--- src/rtl/cdb_arbiter.sv ---
// Common data bus arbiter: round-robin selection among the execution units'
// completed results, with a registered one-cycle-latency CDB broadcast.
module cdb_arbiter #(
    parameter int NREQ   = 4,
    parameter int DATA_W = 32,
    parameter int TAG_W  = 6
) (
    input  logic                     clk,
    input  logic                     rst,
    input  logic                     flush,
    input  logic [NREQ-1:0]          req_valid,
    input  logic [NREQ*DATA_W-1:0]   req_data,
    input  logic [NREQ*TAG_W-1:0]    req_tag,
    input  logic [NREQ-1:0]          req_branch,
    input  logic [NREQ-1:0]          req_branch_taken,
    output logic [NREQ-1:0]          grant,
    output logic [DATA_W-1:0]        cdb_data,
    output logic [TAG_W-1:0]         cdb_tag,
    output logic                     cdb_valid,
    output logic                     cdb_branch,
    output logic                     cdb_branch_taken
);

    localparam int PTR_W = (NREQ > 1) ? $clog2(NREQ) : 1;
    localparam logic [PTR_W-1:0] LAST_IDX = PTR_W'(NREQ - 1);

    logic [PTR_W-1:0]  ptr_r;
    logic [PTR_W-1:0]  ptr_nxt_s;
    logic [PTR_W-1:0]  win_idx_s;
    logic              found_s;
    logic              grant_fire_s;
    logic [NREQ-1:0]   grant_s;

    logic [DATA_W-1:0] cdb_data_r;
    logic [TAG_W-1:0]  cdb_tag_r;
    logic              cdb_valid_r;
    logic              cdb_branch_r;
    logic              cdb_branch_taken_r;

    // Index reached after stepping k positions past the pointer, wrapping at NREQ.
    function automatic logic [PTR_W-1:0] rr_index(input logic [PTR_W-1:0] p, input int k);
        int sum;
        sum = int'(p) + k;
        if (sum >= NREQ) begin
            sum = sum - NREQ;
        end else begin
            sum = sum;
        end
        return sum[PTR_W-1:0];
    endfunction

    // Round-robin scan starting at the pointer; first valid requester wins.
    always_comb begin
        found_s   = 1'b0;
        win_idx_s = '0;
        for (int k = 0; k < NREQ; k++) begin
            if (!found_s && req_valid[rr_index(ptr_r, k)]) begin
                found_s   = 1'b1;
                win_idx_s = rr_index(ptr_r, k);
            end else begin
                found_s   = found_s;
                win_idx_s = win_idx_s;
            end
        end
    end

    // A flush cancels the grant so neither the pointer nor the bus advances.
    always_comb begin
        grant_s      = '0;
        grant_fire_s = found_s & ~flush;
        if (grant_fire_s) begin
            grant_s[win_idx_s] = 1'b1;
        end else begin
            grant_s = '0;
        end
    end

    // Next pointer sits one past the winner so it becomes lowest priority.
    always_comb begin
        ptr_nxt_s = ptr_r;
        if (grant_fire_s) begin
            if (win_idx_s == LAST_IDX) begin
                ptr_nxt_s = '0;
            end else begin
                ptr_nxt_s = win_idx_s + PTR_W'(1);
            end
        end else begin
            ptr_nxt_s = ptr_r;
        end
    end

    // Grant is masked while reset is held so no unit consumes a result in reset.
    assign grant = grant_s & {NREQ{rst}};

    // Round-robin pointer register.
    always_ff @(posedge clk or negedge rst) begin
        if (!rst) begin
            ptr_r <= '0;
        end else begin
            ptr_r <= ptr_nxt_s;
        end
    end

    // CDB broadcast register; payload fields hold when nothing is granted.
    always_ff @(posedge clk or negedge rst) begin
        if (!rst) begin
            cdb_valid_r        <= 1'b0;
            cdb_branch_r       <= 1'b0;
            cdb_branch_taken_r <= 1'b0;
            cdb_data_r         <= '0;
            cdb_tag_r          <= '0;
        end else if (grant_fire_s) begin
            cdb_valid_r        <= 1'b1;
            cdb_branch_r       <= req_branch[win_idx_s];
            cdb_branch_taken_r <= req_branch_taken[win_idx_s] & req_branch[win_idx_s];
            cdb_data_r         <= req_data[win_idx_s*DATA_W +: DATA_W];
            cdb_tag_r          <= req_tag[win_idx_s*TAG_W +: TAG_W];
        end else begin
            cdb_valid_r        <= 1'b0;
            cdb_branch_r       <= 1'b0;
            cdb_branch_taken_r <= cdb_branch_taken_r;
            cdb_data_r         <= cdb_data_r;
            cdb_tag_r          <= cdb_tag_r;
        end
    end

    assign cdb_valid        = cdb_valid_r;
    assign cdb_branch       = cdb_branch_r;
    assign cdb_branch_taken = cdb_branch_taken_r;
    assign cdb_data         = cdb_data_r;
    assign cdb_tag          = cdb_tag_r;

endmodule
--- config.mk ---
export PLATFORM = sky130hd
export DESIGN_NAME = cdb_arbiter
export DESIGN_NICKNAME = d
export VERILOG_FILES = /design/src/rtl/cdb_arbiter.sv
export SDC_FILE = /design/constraint.sdc
export NUM_CORES = 1
export LEC_CHECK = 0
export BUFFER_PORTS_ARGS = -buffer_cell sky130_fd_sc_hd__buf_2
export CORE_MARGIN = 10
export CORE_UTILIZATION = 30
export DETAILED_ROUTE_END_ITERATION = 6
export HOLD_SLACK_MARGIN = 0.06
export PLACE_DENSITY = 0.63
export SLEW_MARGIN = 25
export SYNTH_ARGS = -nofsm -noshare
export SYNTH_HDL_FRONTEND = slang
export SYNTH_SLANG_ARGS = --single-unit
--- constraint.sdc ---
create_clock -name clk -period 2.6 [get_ports clk]
set_clock_uncertainty 0.15 [all_clocks]
set_input_delay 0.39 -clock clk [delete_from_list [all_inputs] [get_ports clk]]
set_output_delay 0.39 -clock clk [all_outputs]
set_load 0.1 [all_outputs]
---- Word-level counts from Yosys, hierarchy flattened ----
Cells that the tools add are included.
storage, ports and cells
  logic and storage cells ................. 69
  input port bits ......................... 167
  bits in registers ....................... 43
  output and inout port bits .............. 45
cells by class
  add/subtract/negate cells ............... 8
  bitwise operators ....................... 4
  eq/ne operators ......................... 1
  mux-type cells .......................... 30
  $mul .................................... 1
  shifts and indexed selects .............. 2
  reductions and logical operators ........ 7
  magnitude comparators ................... 10
operators by type and width
  cell                                                                                  count
  128-bit by 8-bit indexed part select with 32-bit output                               1
  24-bit by 6-bit indexed part select with 6-bit output                                 1
  2-bit two-way mux                                                                     9
  2-bit by 3-bit < comparator with 1-bit output (second input constant)                 5
  1-bit two-way mux                                                                     13
  1-bit binary-select mux with 2-bit select                                             6
  3-bit greater-or-equal comparator (second input constant)                             3
  2-bit by 1-bit subtractor with 2-bit output (second input constant)                   4
  2-bit by 2-bit adder with 3-bit output (second input constant)                        2
  4-bit bitwise AND                                                                     1
  1-bit logical AND                                                                     4
  2-bit by 2-bit multiplier with 4-bit output (second input constant)                   1
  4-bit two-way mux                                                                     1
  2-bit by 1-bit adder with 3-bit output (second input constant)                        1
  2-bit by 3-bit greater-or-equal comparator with 1-bit output (second input constant)  1
  1-bit logical NOT                                                                     3
  2-bit by 1-bit adder with 2-bit output (second input constant)                        1
  1-bit bitwise AND                                                                     2
  1-bit demux with 2-bit select                                                         1
  2-bit equality test (second input constant)                                           1
  2-bit by 1-bit greater-or-equal comparator with 1-bit output (second input constant)  1
  1-bit inverter                                                                        1

---- Logic depth before layout (Yosys ltp) ----
  word-level depth ........................ 20
  mapped depth ............................ 8
  mapped depth without buffers ............ 7

---- Worst setup path before layout ----
Ideal clock, no wire load.
  path kind ............................... input port to output port
  start point ............................. input port req_valid[2]
  end point ............................... output port grant[1]
  setup slack ............................. -1.292 ns
  buffers on the path ..................... 0
  stages on the path ...................... 5
  data arrival time ....................... 3.352 ns
  data required time ...................... 2.060 ns
  cell sequence ........................... nor2b_2 a221o_2 nand2_4 inv_1 nor3b_1
on the way
  word-level cells in the longest chain between the ends .. 18
  elaborated cells between the ends (all ways) .. 30
  those cells by class .................... order compare (2); mux (19); bitwise (2); reduce/logical (7)
RTL lines
  what                                                                                                                                                 RTL line  text
  start, declared                                                                                                                                      11        input logic [NREQ-1:0] req_valid,
  1-bit binary-select mux with 2-bit select                                                                                                            57        if (!found_s && req_valid[rr_index(ptr_r, k)]) begin
  1-bit two-way mux (not written as such)                                                                                                              57
  1-bit two-way mux                                                                                                                                    57
  1-bit logical NOT                                                                                                                                    57
  1-bit logical AND                                                                                                                                    57
  1-bit two-way mux                                                                                                                                    57
  1-bit logical NOT                                                                                                                                    57
  1-bit logical AND                                                                                                                                    57
  (+2 left out)                                                                                                                                        -
  1-bit logical AND                                                                                                                                    57
  2-bit two-way mux                                                                                                                                    57
  2-bit by 3-bit < comparator with 1-bit output (not written as such) or 2-bit by 1-bit greater-or-equal comparator with 1-bit output (tied branches)  72        grant_s[win_idx_s] = 1'b1;
  1-bit logical AND (not written as such)                                                                                                              72
  1-bit two-way mux (not written as such)                                                                                                              72
  1-bit demux with 2-bit select                                                                                                                        72
  4-bit two-way mux *                                                                                                                                  71        if (grant_fire_s) begin
  4-bit bitwise AND *                                                                                                                                  93        assign grant = grant_s & {NREQ{rst}};
  end, declared                                                                                                                                        16        output logic [NREQ-1:0] grant,
Mark *: on every way between the ends. The rest lies on a longest branch, timed or not. The select of a mux whose other input is x is not followed.

---- Worst setup path after layout ----
  start point ............................. register ptr_r[1]
  end point ............................... output port grant[3]
on the way
  word-level cells in the longest chain between the ends .. 20
  elaborated cells between the ends (all ways) .. 45
  those cells by class .................... add/sub (7); order compare (6); mux (23); bitwise (2); reduce/logical (7)
RTL lines
  what                                                                                             RTL line  text
  start, declared                                                                                  27        logic [PTR_W-1:0] ptr_r;
  start signal, assigned                                                                           100       ptr_r <= ptr_nxt_s;
  parallel branches: the longest is 18 deep, another holds 2-bit by 1-bit adder with 3-bit output  -
  4-bit two-way mux *                                                                              71
  4-bit bitwise AND *                                                                              93
Every way passes the cells marked *. The select of a mux whose other input is x is not followed.

==> run summary <==
Final Critical Period - 2.53 ns
maximum vdd drop - 0.825 mV
Synth Area in XOR/XNOR - 0%
final instance area - 4480 sq um
top post-synthesis cells by count - 79 x and3_1, 59 x a211oi_1, 45 x nand2_1
synth warn - 0
vias in the first global route - 3748
WL final - 12100 um
initial antenna violation count - 1
worst path required time - 2.06 ns
reg2reg end - cdb_tag[3]
leakage - 2.31 nW
die width - 123 um
crit end category - output port
post-layout power - 5.82 mW
final core occ - 43.4%
Fin Hold WS - 0.0914 ns
RSZ-0062 raised after global routing - no
Num CTS Buffers - 5
Vias - 3575
Setup crit start kind - flop
final setup fails - 0
reg-to-reg slack, setup - 0.38 ns
Max clock buf depth - 2
H-tree levels - 2
worst-path cell chain - nand2_1 -> a221o_2 -> nand2_4 -> inv_1 -> ha_1 -> and3_2 -> buf_12
status - completed
actual slew at the worst max-slew pin - 0.737 ns
P&R area growth vs syn - 41.2%
Avg WL per Cell - 17.8 um
total grt overflow - 0
syn avg cell area - 8.91 sq um
area leader, netlist - dfrtp_1
clock-pin slew on the worst setup and hold paths - 0.08 ns
Cell Area, Placed - 4350 sq um
Syn Inst Count - 356
Primary FF master, synth - dfrtp_1
Clock Latency Late Sink - 0.29 ns
Post-Synth Adder-Cell Area - 0.394%
synth unique cells - 30
Final #Nets - 711
post-route insts no fill - 682
ANT nets after route - 0
initial core utilization - 30.7%
Synth Cell Area - 3170 sq um
Vias/cell - 5.24
post-synthesis async set-or-reset flop share - 100%
CP max stage cell - dfrtp_2
maxcap violations - 0
Hold Crit Class - input pin to async pin
Buf/Inv on CP - 2
die footprint - 15100 sq um
TritonCTS Sinks - 43
DP Worst Slack - 0.158 ns
Relative slew margins - 50.9%
Seq/Total Area, Yosys - 33.9%
hold-fix buffers at CTS - 0
Power per Cell Area - 1300 nW/um^2
placed cell count - 671
most frequent cell after synthesis - and3_1
post-route setup slack - 0.0741 ns
R2R depth - 6
die span in y - 123 um
share of cells above drive strength 1 - 48.5%
final period utilization - 97.1%
CP top delay family - flip-flops
total track usage - 15.1%
CP arrival - 1.99 ns
fraction of post-synthesis cell area in the top cell type by area - 33.9%
FF-to-FF Start - ptr_r[1]
Initial DRC Count - 171
setup TNS - 0 ns
critical path's largest stage delay - 0.45 ns
CP Max Fanout - 6
wire length of the first global-routing pass - 18800 um
Synth area leaders - dfrtp_1 34%, and3_1 16%, a211oi_1 14%, o31ai_1 9.2%, a211oi_2 7.9%
fmax - 396 MHz
top-level port count - 212
Post-synth EDFFs - 0
Crit Path Class - flop to output port
Rows - 37
Yosys reg bits - 43
largest family of logic cells by synthesized area - compound AO/OA/AOI/OAI gates
Simple-Gate Fraction of Synth Area - 25.1%
CTS tree - built
root buffer cell - clkbuf_8
Port Buffer Count - 211
Final Hold Vio Count - 0
DRC - 0
net count after synthesis - 524
RD Place Congestion - 0.865
DRT Pass-1 Iters - 4
Core ar. - 10300 sq um
final HPWL from detailed placement - 9070 um
largest net degree at the start of global routing - 81
mux cell area share after synthesis - 0%
Synth Area in Compound Gates - 33.5%
Final Max Slew Viols - 0
[how the worst max path moves through the flow]
stage / endpoint / cells past startpoint / startpoint
2_1_floorplan: grant[0] / 5 / req_valid[2]
3_5_place_dp: cdb_branch_taken / 7 / req_valid[1]
6_report: grant[3] / 7 / ptr_r[1]
4_1_cts: grant[3] / 7 / ptr_r[1]
5_1_grt: grant[3] / 7 / ptr_r[1]
3_3_place_gp: cdb_branch_taken / 7 / req_valid[1]
[routing by layer]
| metal | wire (um) | GRT usage (%) | part of all wire, % | vias up |
|---|---|---|---|---|
| met5 | 18 | 0 | 0.15 | - |
| met4 | 203 | 4.86 | 1.7 | 2 |
| met3 | 1300 | 5.56 | 11 | 17 |
| met2 | 5760 | 25.2 | 47 | 163 |
| met1 | 4850 | 17.5 | 40 | 1653 |
| li1 | - | - | - | 1740 |
[cell families after synthesis]
family / count (synthesis)
compound gates: 126
fa+ha+maj: 1
buf+inv: 45
flops: 43
simple gates: 141
[cell type report]
cell class	instances	area [sq um]
fillers	1049	5840
multi-input cells	268	1890
repair buffers	221	1220
flip-flops and latches	43	1080
well taps	136	170
clock buffers	8	100
inverters	4	15.0
diodes	2	5.00
[report_power, final]
part / internal [mW] / switching [mW]
Sequential: 0.955 / 0.163
Combinational: 0.948 / 3.29
Clock: 0.243 / 0.223
[layout by cell type, fill, tap and decap left out, drive strengths merged]
cell type	n
a221o	1
a211oi	79
nand2b	2
a31oi	1
o21ai	1
o21bai	1
and4b	1
o31ai	39
a21o	1
nor3	3
o41ai	1
dfrtp	43
diode	2
and3	79
nand2	46
o21a	1
a21oi	1
clkbuf	8
nor2b	2
nor2	4
nor4	1
buf	221
ha	1
inv	4
nor3b	3
[repair_timing]
action	CTS	global route
setup endpoints to repair	1	3
resized for setup	1	2
hold endpoints to repair	0	0
gates cloned	0	0
setup buffers	0	1
[state kept, by name, indices dropped and copies added, names as in the netlist]
signal            cells
cdb_valid             1
ptr_r                 2
cdb_tag               6
cdb_branch_taken      1
cdb_branch            1
cdb_data             32
(Power assumes the default switching activity.)
